$ cat src/rtl/clock_meas_pkg.sv
// clock_meas_pkg: shared state encoding and default sizing for the clock period meter
package clock_meas_pkg;
  localparam int DEF_WIDTH = 23;
  localparam int DEF_TIMEOUT = 8388607;
  typedef enum logic [1:0] {WAIT_LOW, WAIT_RISE, MEASURE} meas_state_t;
endpackage

$ cat src/rtl/clock_period_meter_if.sv
// clock_period_meter_if: waveform input, soft clear and measurement results
interface clock_period_meter_if
  import clock_meas_pkg::*;
#(
  parameter int WIDTH = DEF_WIDTH
);
  logic sig_in;
  logic clear;
  logic [WIDTH-1:0] period;
  logic [WIDTH-1:0] high_count;
  logic valid;
  logic stalled;
  modport master(output sig_in, clear, input period, high_count, valid, stalled);
  modport slave(input sig_in, clear, output period, high_count, valid, stalled);
endinterface

$ cat src/rtl/sync_edge_detect.sv
// sync_edge_detect: two-flop synchroniser with an edge register producing level and rise
module sync_edge_detect (
  input  logic clock_in,
  input  logic reset,
  input  logic sig_in,
  output logic level,
  output logic rise
);
  logic s1, s2, s3;
  always_ff @(posedge clock_in) begin
    if (reset) {s1, s2, s3} <= 3'b000;
    else {s1, s2, s3} <= {sig_in, s1, s2};
  end
  assign level = s2;
  assign rise = s2 & ~s3;
endmodule

$ cat src/rtl/clock_period_meter.sv
// clock_period_meter: measures period and high time of a slow waveform in clock_in cycles
module clock_period_meter
  import clock_meas_pkg::*;
#(
  parameter int WIDTH = DEF_WIDTH,
  parameter int TIMEOUT = DEF_TIMEOUT
) (
  input logic clock_in,
  input logic reset,
  clock_period_meter_if.slave bus
);
  localparam logic [WIDTH-1:0] TMO = WIDTH'(TIMEOUT);
  localparam logic [WIDTH-1:0] ONE = WIDTH'(1);
  meas_state_t state, state_d;
  logic [WIDTH-1:0] cnt, cnt_d, hcnt, hcnt_d, period_q, high_q;
  logic valid_q, stalled_q, capture, timeout, level, rise;
  logic [1:0] warm;
  sync_edge_detect u_sync (
    .clock_in(clock_in),
    .reset(reset),
    .sig_in(bus.sig_in),
    .level(level),
    .rise(rise)
  );
  // the synchroniser holds reset zeros for two cycles; only trust a low level once real samples arrive
  wire primed = warm[1];
  always_comb begin
    state_d = state;
    cnt_d = cnt;
    hcnt_d = hcnt;
    capture = 1'b0;
    timeout = 1'b0;
    if (state == WAIT_LOW) begin
      cnt_d = '0;
      hcnt_d = '0;
      state_d = (primed && !level) ? WAIT_RISE : WAIT_LOW;
    end else if (rise) begin
      cnt_d = ONE;
      hcnt_d = ONE;
      capture = state == MEASURE;
      state_d = MEASURE;
    end else if (cnt == TMO) begin
      cnt_d = '0;
      hcnt_d = '0;
      timeout = 1'b1;
      state_d = WAIT_LOW;
    end else begin
      cnt_d = cnt + ONE;
      hcnt_d = hcnt + WIDTH'(level);
    end
    if (bus.clear) begin
      state_d = WAIT_LOW;
      cnt_d = '0;
      hcnt_d = '0;
      capture = 1'b0;
      timeout = 1'b0;
    end
  end
  always_ff @(posedge clock_in) begin
    if (reset) begin
      state <= WAIT_LOW;
      warm <= 2'b00;
      cnt <= '0;
      hcnt <= '0;
      period_q <= '0;
      high_q <= '0;
      valid_q <= 1'b0;
      stalled_q <= 1'b0;
    end else begin
      state <= state_d;
      warm <= {warm[0], 1'b1};
      cnt <= cnt_d;
      hcnt <= hcnt_d;
      valid_q <= capture;
      period_q <= capture ? cnt : period_q;
      high_q <= capture ? hcnt : high_q;
      stalled_q <= capture ? 1'b0 : (timeout ? 1'b1 : stalled_q);
    end
  end
  assign bus.period = period_q;
  assign bus.high_count = high_q;
  assign bus.valid = valid_q;
  assign bus.stalled = stalled_q;
endmodule

$ cat src/flat_wrapper.sv
// flat-port wrapper written by rule: the top's interface ports become plain ports
module clock_period_meter_flat import clock_meas_pkg::*;
#(
  parameter int WIDTH = DEF_WIDTH,
  parameter int TIMEOUT = DEF_TIMEOUT
)
  (clock_in, reset, bus_sig_in, bus_clear, bus_period, bus_high_count, bus_valid, bus_stalled);
  clock_period_meter_if #(.WIDTH(WIDTH)) bus_i ();
  input logic clock_in;
  input logic reset;
  input wire logic [$bits(bus_i.sig_in)-1:0] bus_sig_in;
  input wire logic [$bits(bus_i.clear)-1:0] bus_clear;
  output wire logic [$bits(bus_i.period)-1:0] bus_period;
  output wire logic [$bits(bus_i.high_count)-1:0] bus_high_count;
  output wire logic [$bits(bus_i.valid)-1:0] bus_valid;
  output wire logic [$bits(bus_i.stalled)-1:0] bus_stalled;
  assign bus_i.sig_in = bus_sig_in;
  assign bus_i.clear = bus_clear;
  assign bus_period = bus_i.period;
  assign bus_high_count = bus_i.high_count;
  assign bus_valid = bus_i.valid;
  assign bus_stalled = bus_i.stalled;
  clock_period_meter #(.WIDTH(WIDTH), .TIMEOUT(TIMEOUT)) u_core (.clock_in(clock_in), .reset(reset), .bus(bus_i));
endmodule
$ cat config.mk
export PLATFORM = sky130hd
export DESIGN_NAME = clock_period_meter_flat
export DESIGN_NICKNAME = d
export VERILOG_FILES = /design/src/rtl/clock_meas_pkg.sv /design/src/rtl/clock_period_meter_if.sv /design/src/rtl/sync_edge_detect.sv /design/src/rtl/clock_period_meter.sv /design/src/flat_wrapper.sv
export SDC_FILE = /design/constraint.sdc
export NUM_CORES = 1
export LEC_CHECK = 0
export ABC_AREA = 1
export CAP_MARGIN = 20
export CORE_ASPECT_RATIO = 0.75
export CORE_MARGIN = 2
export CORE_UTILIZATION = 55
export CTS_CLUSTER_DIAMETER = 150
export DETAILED_ROUTE_END_ITERATION = 10
export PLACE_DENSITY = 0.91
export SLEW_MARGIN = 20
export SYNTH_ARGS = -nofsm -noshare
export SYNTH_HDL_FRONTEND = slang
export SYNTH_SLANG_ARGS = --single-unit
$ cat constraint.sdc
create_clock -name clock_in -period 1.9 [get_ports clock_in]
set_input_delay 0.38 -clock clock_in [delete_from_list [all_inputs] [get_ports clock_in]]
set_output_delay 0.38 -clock clock_in [all_outputs]
set_load 0.1 [all_outputs]
==> results of run 1 <==
==> routing by layer <==
metal,vias up,share of wire,wire [um],GRT usage
met3,17,0.069,655,0.0443
met1,1725,0.47,4470,0.320
met5,-,0,0,0
met2,145,0.45,4230,0.377
li1,1883,-,-,-
met4,0,0.013,128,0.0959
==> worst max-delay path, stage by stage, from the launching register on <==
cell and delay, ps:
dfxtp_1 370, ha_1 200, ha_1 200, nand3_1 210
nor2_4 200, nand3_1 180, inv_1 120, nand3_1 70
nand2_1 60, nor2_1 30
==> cells in the mapped netlist (all sizes together) <==
master and number:
nand2 126, dfxtp 101, nor2 86, nand3 77
inv 59, o21ai 41, a21oi 16, xor2 16
buf 9, clkbuf 9, nand4 5, nor3 4
ha 3, or2 3
==> kinds of logic after synthesis <==
| family | count (synthesis) | share of synthesized area |
|---|---|---|
| and+or+nand+nor | 301 | 0.315 |
| DFF | 101 | 0.493 |
| buffers and inverters | 77 | 0.0793 |
| AOI/OAI and AO/OA | 57 | 0.0696 |
| xor gates and xnor gates | 16 | 0.0342 |
| adders and majority gates | 3 | 0.00915 |
==> through the flow <==
step / total power [uW] / hold WS [ps] / setup slack [ps] / TNS (ps) / utilization
2_1_floorplan: 2200 / 388 / 416 / 0 / -
3_3_place_gp: 2220 / 400 / 150 / 0 / 0.656
3_5_place_dp: 2220 / 405 / 77.2 / 0 / 0.656
4_1_cts: 3420 / 414 / 162 / 0 / 0.679
5_1_grt: 3530 / 418 / -27.7 / -27.7 / 0.680
6_report: 3410 / 417 / 130 / 0 / 0.680
==> cell type report <==
class	instances	area, um2
flip-flops and latches	101	2020
clock inverters	5	35.0
clock buffers	10	138
inverters	59	221
repair buffers	67	661
fillers	596	2330
well taps	101	126
multi-input cells	377	1760
==> power groups by stage <==
stage	combinational, uW	clock [uW]	sequential (uW)
finish	52.3	1240	2120
CTS	51.9	1250	2120
global route	56.3	1350	2120
floorplan	27.2	0	2170
global placement	48.8	0	2170
detailed placement	51.5	0	2170
==> state kept, by name (all words and copies together) (netlist names) <==
signal and cells:
u_core.bus.stalled 1, u_core.u_sync.s3 1, u_core.warm 2, u_core.bus.period 23
u_core.u_sync.s1 1, u_core.u_sync.level 1, u_core.cnt 23, u_core.state 2
u_core.bus.high_count 23, u_core.hcnt 23, u_core.bus.valid 1
==> repair_timing <==
action	CTS	global route
gates resized for setup	0	2
setup buffers	0	0
setup endpoints to repair	0	3
==> worst max path at each step <==
stage | cells past startpoint | endpoint | startpoint | slack, ps
after floorplan | 9 | u_core.hcnt[18] | u_core.u_sync.level | 420
after global placement | 7 | u_core.cnt[14] | bus_clear | 150
after detailed placement | 7 | u_core.cnt[14] | bus_clear | 80
after CTS | 8 | u_core.hcnt[17] | u_core.hcnt[0] | 160
after global routing | 9 | u_core.hcnt[18] | u_core.hcnt[0] | -30
final | 9 | u_core.hcnt[18] | u_core.hcnt[0] | 130
==> results.toml, run 1 <==
[status]
status = "finished, final reports clean"

[die]
die-area_um2 = 8170
start_util = 0.562
die_h_um = 78.8
io_pins = 52
die_w_um = 104
rows = 27
coreArea_um2 = 7300

[layout]
final_cell_mix = "123 x nand2_1, 101 x dfxtp_1, 78 x nor2_1"
final_common_cell = "nand2_1"
stdcell_area_um2 = 4960
antenna_cells = 0
instances_no_fill = 720
nets = 622
drive_above_1_share = 0.152
syn_to_final_growth_pct = 21.0

[critical_path]
worstPathRequired_ps = 2170
critPathKind = "reg2reg"
rr_worst_depth = 9
reg2reg_from = "u_core.hcnt[0]"
r2r_slack_ps = 130
endpoint_kind = "register"
r2r-end = "u_core.hcnt[18]"
path_max_fanout = 4
cp.arrival_ps = 2040
startpoint_type = "register"

[synth]
yosys_warnings = 0
syn_avg_cell_area_um2 = 7.39
synth_cell_types = 24
ys_top_cells_by_area = "dfxtp_1 49%, nand2_1 11%, nand3_1 9.4%"
synth-seq-cells = 101
syn_nets = 562
synth-seq-area-share = 0.493
yosysTopAreaCell = "dfxtp_1"
synth_top_area_share = 0.493
synthCells = 555
syn_area_um2 = 4100

[detailed_routing]
antenna_left = 0
num_vias = 3770
wl_per_cell_um = 13.2
via_per_inst = 5.24
firstDrtPassIters = 9
drt_iter0_markers = 294
postRouteWirelength_mm = 9.49
drc = 0

[grt]
grt_max_degree = 49
overflow = 0
grt_pass1_wl_mm = 15.6
grt_use_total = 0.237
first_global_vias = 3426
antenna_found_initial = 0

[pwr]
power_switching_uw = 765
p_clk_frac = 0.363
seqPwrFrac = 0.622
intPower_uw = 2650
p_leak_uw = 0.00187
swShare = 0.224
comb_power_share = 0.015
ir_drop_mv = 0.353
p_per_area_nw_per_um2 = 687

[timing]
slew_headroom = 0.649
tightest_slew_ps = 523
period_needed_ps = 1770
setup_viol = 0
fin_skew_ps = 8.08
timing.final.crit_share = 0.932
max_freq_mhz = 565
finalMaxSlewViolations = 0
finalHoldViolCount = 0

[flow_run]
drv_cap = 0

[placement]
placedInstanceArea_um2 = 4780
dpl.hpwl_mm = 6.80
portBuffers = 51
place_congestion = 0.924
dp.cells = 705

[clocking]
htree_num_levels = 3
cts-hold-fix-buffers = 0
clock_latency_ps = 370
cts.sinks = 101
clk_path_buf_depth = 2
root_buffer = "clkbuf_8"
clk_transition_reported_paths_ps = 90
cts_buffers = 9
cts_tree = "yes"

[worst_hold_path]
whs_endpoint = "u_core.warm[1]"
hold_depth = 2
holdCritStartpoint = "u_core.warm[0]"
hp-class = "reg2reg"
Note: power is estimated with default switching activity, not from simulation.
==> run 2, diff against run 1 <==
SKIP_LAST_GASP = 1   (was default)
==> results of run 2 <==
The final DEF is identical to that of run 1; final timing and power are the same.
==> run 3, diff against run 2 <==
ABC_AREA = 0   (was 1)
CORE_UTILIZATION = 54   (was 55)
PLACE_DENSITY = 0.9   (was 0.91)
==> run 3 against run 2 <==
The run now ends with negative setup slack left. First-iteration DRC count up 20%. Clock power up 17%. Wire length up 7.5%. Clock skew up 2.7 ps. Die area down 1.3%. Critical path type unchanged. Critical endpoint is now u_core.cnt[21]. Largest cell class unchanged. Largest power group unchanged. Highest routed layer unchanged.
==> results.toml, run 3 <==
[clocking]
root_buffer = "clkbuf_8"
htree_num_levels = 3
clk_transition_reported_paths_ps = 100
clk_path_buf_depth = 2
cts.sinks = 101
clock_latency_ps = 370
cts_tree = "yes"
cts-hold-fix-buffers = 0
cts_buffers = 9

[critical_path]
worstPathRequired_ps = 2150
cp_slowest_cell = "or4_2"
startpoint_type = "register"
r2r-end = "u_core.cnt[21]"
critPathKind = "reg2reg"
rr_worst_depth = 4
path_max_fanout = 4
reg2reg_from = "u_core.cnt[11]"
r2r_slack_ps = -2
endpoint_kind = "register"
crit_chain = "nand4_4 -> or4_2 -> o21ai_0 -> a21oi_2"
max_stage_delay_ps = 740
cp.arrival_ps = 2150

[layout]
post-route-util = 0.731
drive_above_1_share = 0.253
final_cell_mix = "107 x nand2_1, 100 x dfxtp_1, 80 x buf_4"
syn_to_final_growth_pct = 33.0
final_common_cell = "nand2_1"
nets = 567
stdcell_area_um2 = 5290
antenna_cells = 0

[synth]
yosysTopAreaCell = "dfxtp_1"
yosys.cell_count.top_type = "nand2_1"
syn_avg_cell_area_um2 = 8.38
synth-seq-cells = 101
ys_async_sr_fraction = 0
yosys_warnings = 0
synth-seq-area-share = 0.509
synth_top_area_share = 0.509
syn_nets = 481
synth_edf_count = 0
synth_top_flop_cell = "dfxtp_1"
synth_commonest_cells = "109 x nand2_1, 101 x dfxtp_1, 61 x a21oi_1"
ys_top_cells_by_area = "dfxtp_1 51%, nand2_1 10%, a21oi_1 7.7%"
syn_area_um2 = 3970
synthCells = 474
synth_cell_types = 38

[grt]
overflow = 0
grt_pass1_wl_mm = 15.9
first_global_vias = 3388
grt_use_total = 0.247
grt_max_degree = 54
antenna_found_initial = 0

[die]
io_pins = 52
start_util = 0.550
die_h_um = 78.3
rows = 27
die-area_um2 = 8070
die_w_um = 103
coreArea_um2 = 7230

[placement]
place_ws_ps = -146
placedInstanceArea_um2 = 4990
dpl.hpwl_mm = 6.53
portBuffers = 51
place_congestion = 0.873

[timing]
tightest_slew_ps = 554
setup_slack_ps = -2.45
max_freq_mhz = 526
hold_slack_ps = 414
finalMaxSlewViolations = 0
period_needed_ps = 1900
fin_skew_ps = 10.7
timing.final.crit_share = 1.00
setup_viol = 1
finalHoldViolCount = 0
slew_headroom = 0.631

[detailed_routing]
antenna_left = 0
drc = 0
drt_iter0_markers = 354
postRouteWirelength_mm = 10.2
via_per_inst = 5.71
num_vias = 3800
firstDrtPassIters = 5
wl_per_cell_um = 15.3

[pwr]
p_per_area_nw_per_um2 = 685
p_leak_uw = 0.00185
ir_drop_mv = 0.558

[worst_hold_path]
whs_endpoint = "u_core.state[0]"
holdCritStartpoint = "reset"
hold_depth = 4
hp-class = "in2reg"

[status]
violations = "negative setup slack"
status = "finished, violations left"

[flow_run]
drv_cap = 0
-- run 3: through the flow --
stage	std cells	setup TNS, ps	power (uW)
final	666	-2.45	3620
after global routing	666	-51.5	3720
after CTS	664	-30.8	3630
after detailed placement	648	-3040	2220
after global placement	648	-4.02	2220
after floorplan	474	0	2200
-- run 3: worst max path at each step --
| stage | start | slack, ps | endpoint | depth (start not counted) |
|---|---|---|---|---|
| floorplan | reset | 10 | u_core.state[0] | 6 |
| global placement | bus_clear | -3 | u_core.hcnt[22] | 6 |
| detailed placement | bus_clear | -150 | u_core.hcnt[19] | 6 |
| CTS | u_core.u_sync.level | -30 | u_core.hcnt[19] | 5 |
| global route | u_core.cnt[11] | -20 | u_core.hcnt[20] | 7 |
| finish | u_core.cnt[11] | -2 | u_core.cnt[21] | 4 |
-- run 3: kinds of logic (layout without fill, tap and decap cells) --
group / after synthesis / in the layout / synth area share
multiplexers: 2 / 2 / 0.00504
adder cells (fa/ha/maj): 3 / 3 / 0.00945
flip-flops: 101 / 101 / 0.509
buffers and inverters: 35 / 125 / 0.0349
XOR/XNOR: 26 / 26 / 0.0573
AO/OA/AOI/OAI: 83 / 83 / 0.115
AND/OR/NAND/NOR: 224 / 225 / 0.270
-- run 3: repair_timing --
item | in CTS | in global routing
buffers inserted | 0 | 1
endpoints found under the setup margin | 7 | 35
gates resized for setup | 3 | 11
pin swaps | 0 | 2
cloned | 0 | 1
-- run 3: critical path: cells and delay by family, from the launching register on --
| family | cells | cell delay [ps] |
|---|---|---|
| compound gates | 2 | 510 |
| flops | 1 | 410 |
| simple gates | 2 | 860 |
-- run 3: per-layer routing --
metal,track usage,share of wire,up-vias
li1,-,-,1779
met4,0.0592,0.021,0
met5,0,0,-
met2,0.405,0.49,194
met3,0.0597,0.070,33
met1,0.328,0.41,1794
-- run 3: report_power, final --
part | internal, uW | switching (uW) | total [uW] | leakage [uW]
Combinational | 16.8 | 30.8 | 47.6 | 0.000927
Clock | 698 | 752 | 1450 | 0.000111
Sequential | 2120 | 3.19 | 2120 | 0.000815
-- run 3: cell type report --
class,count,area [um2]
Timing Repair Buffer,101,986
Sequential cell,101,2020
Clock buffer,11,151
Fill cell,462,1940
Tap cell,101,126
Clock inverter,5,65.1
Inverter,8,30.0
Multi-Input combinational cell,339,1900
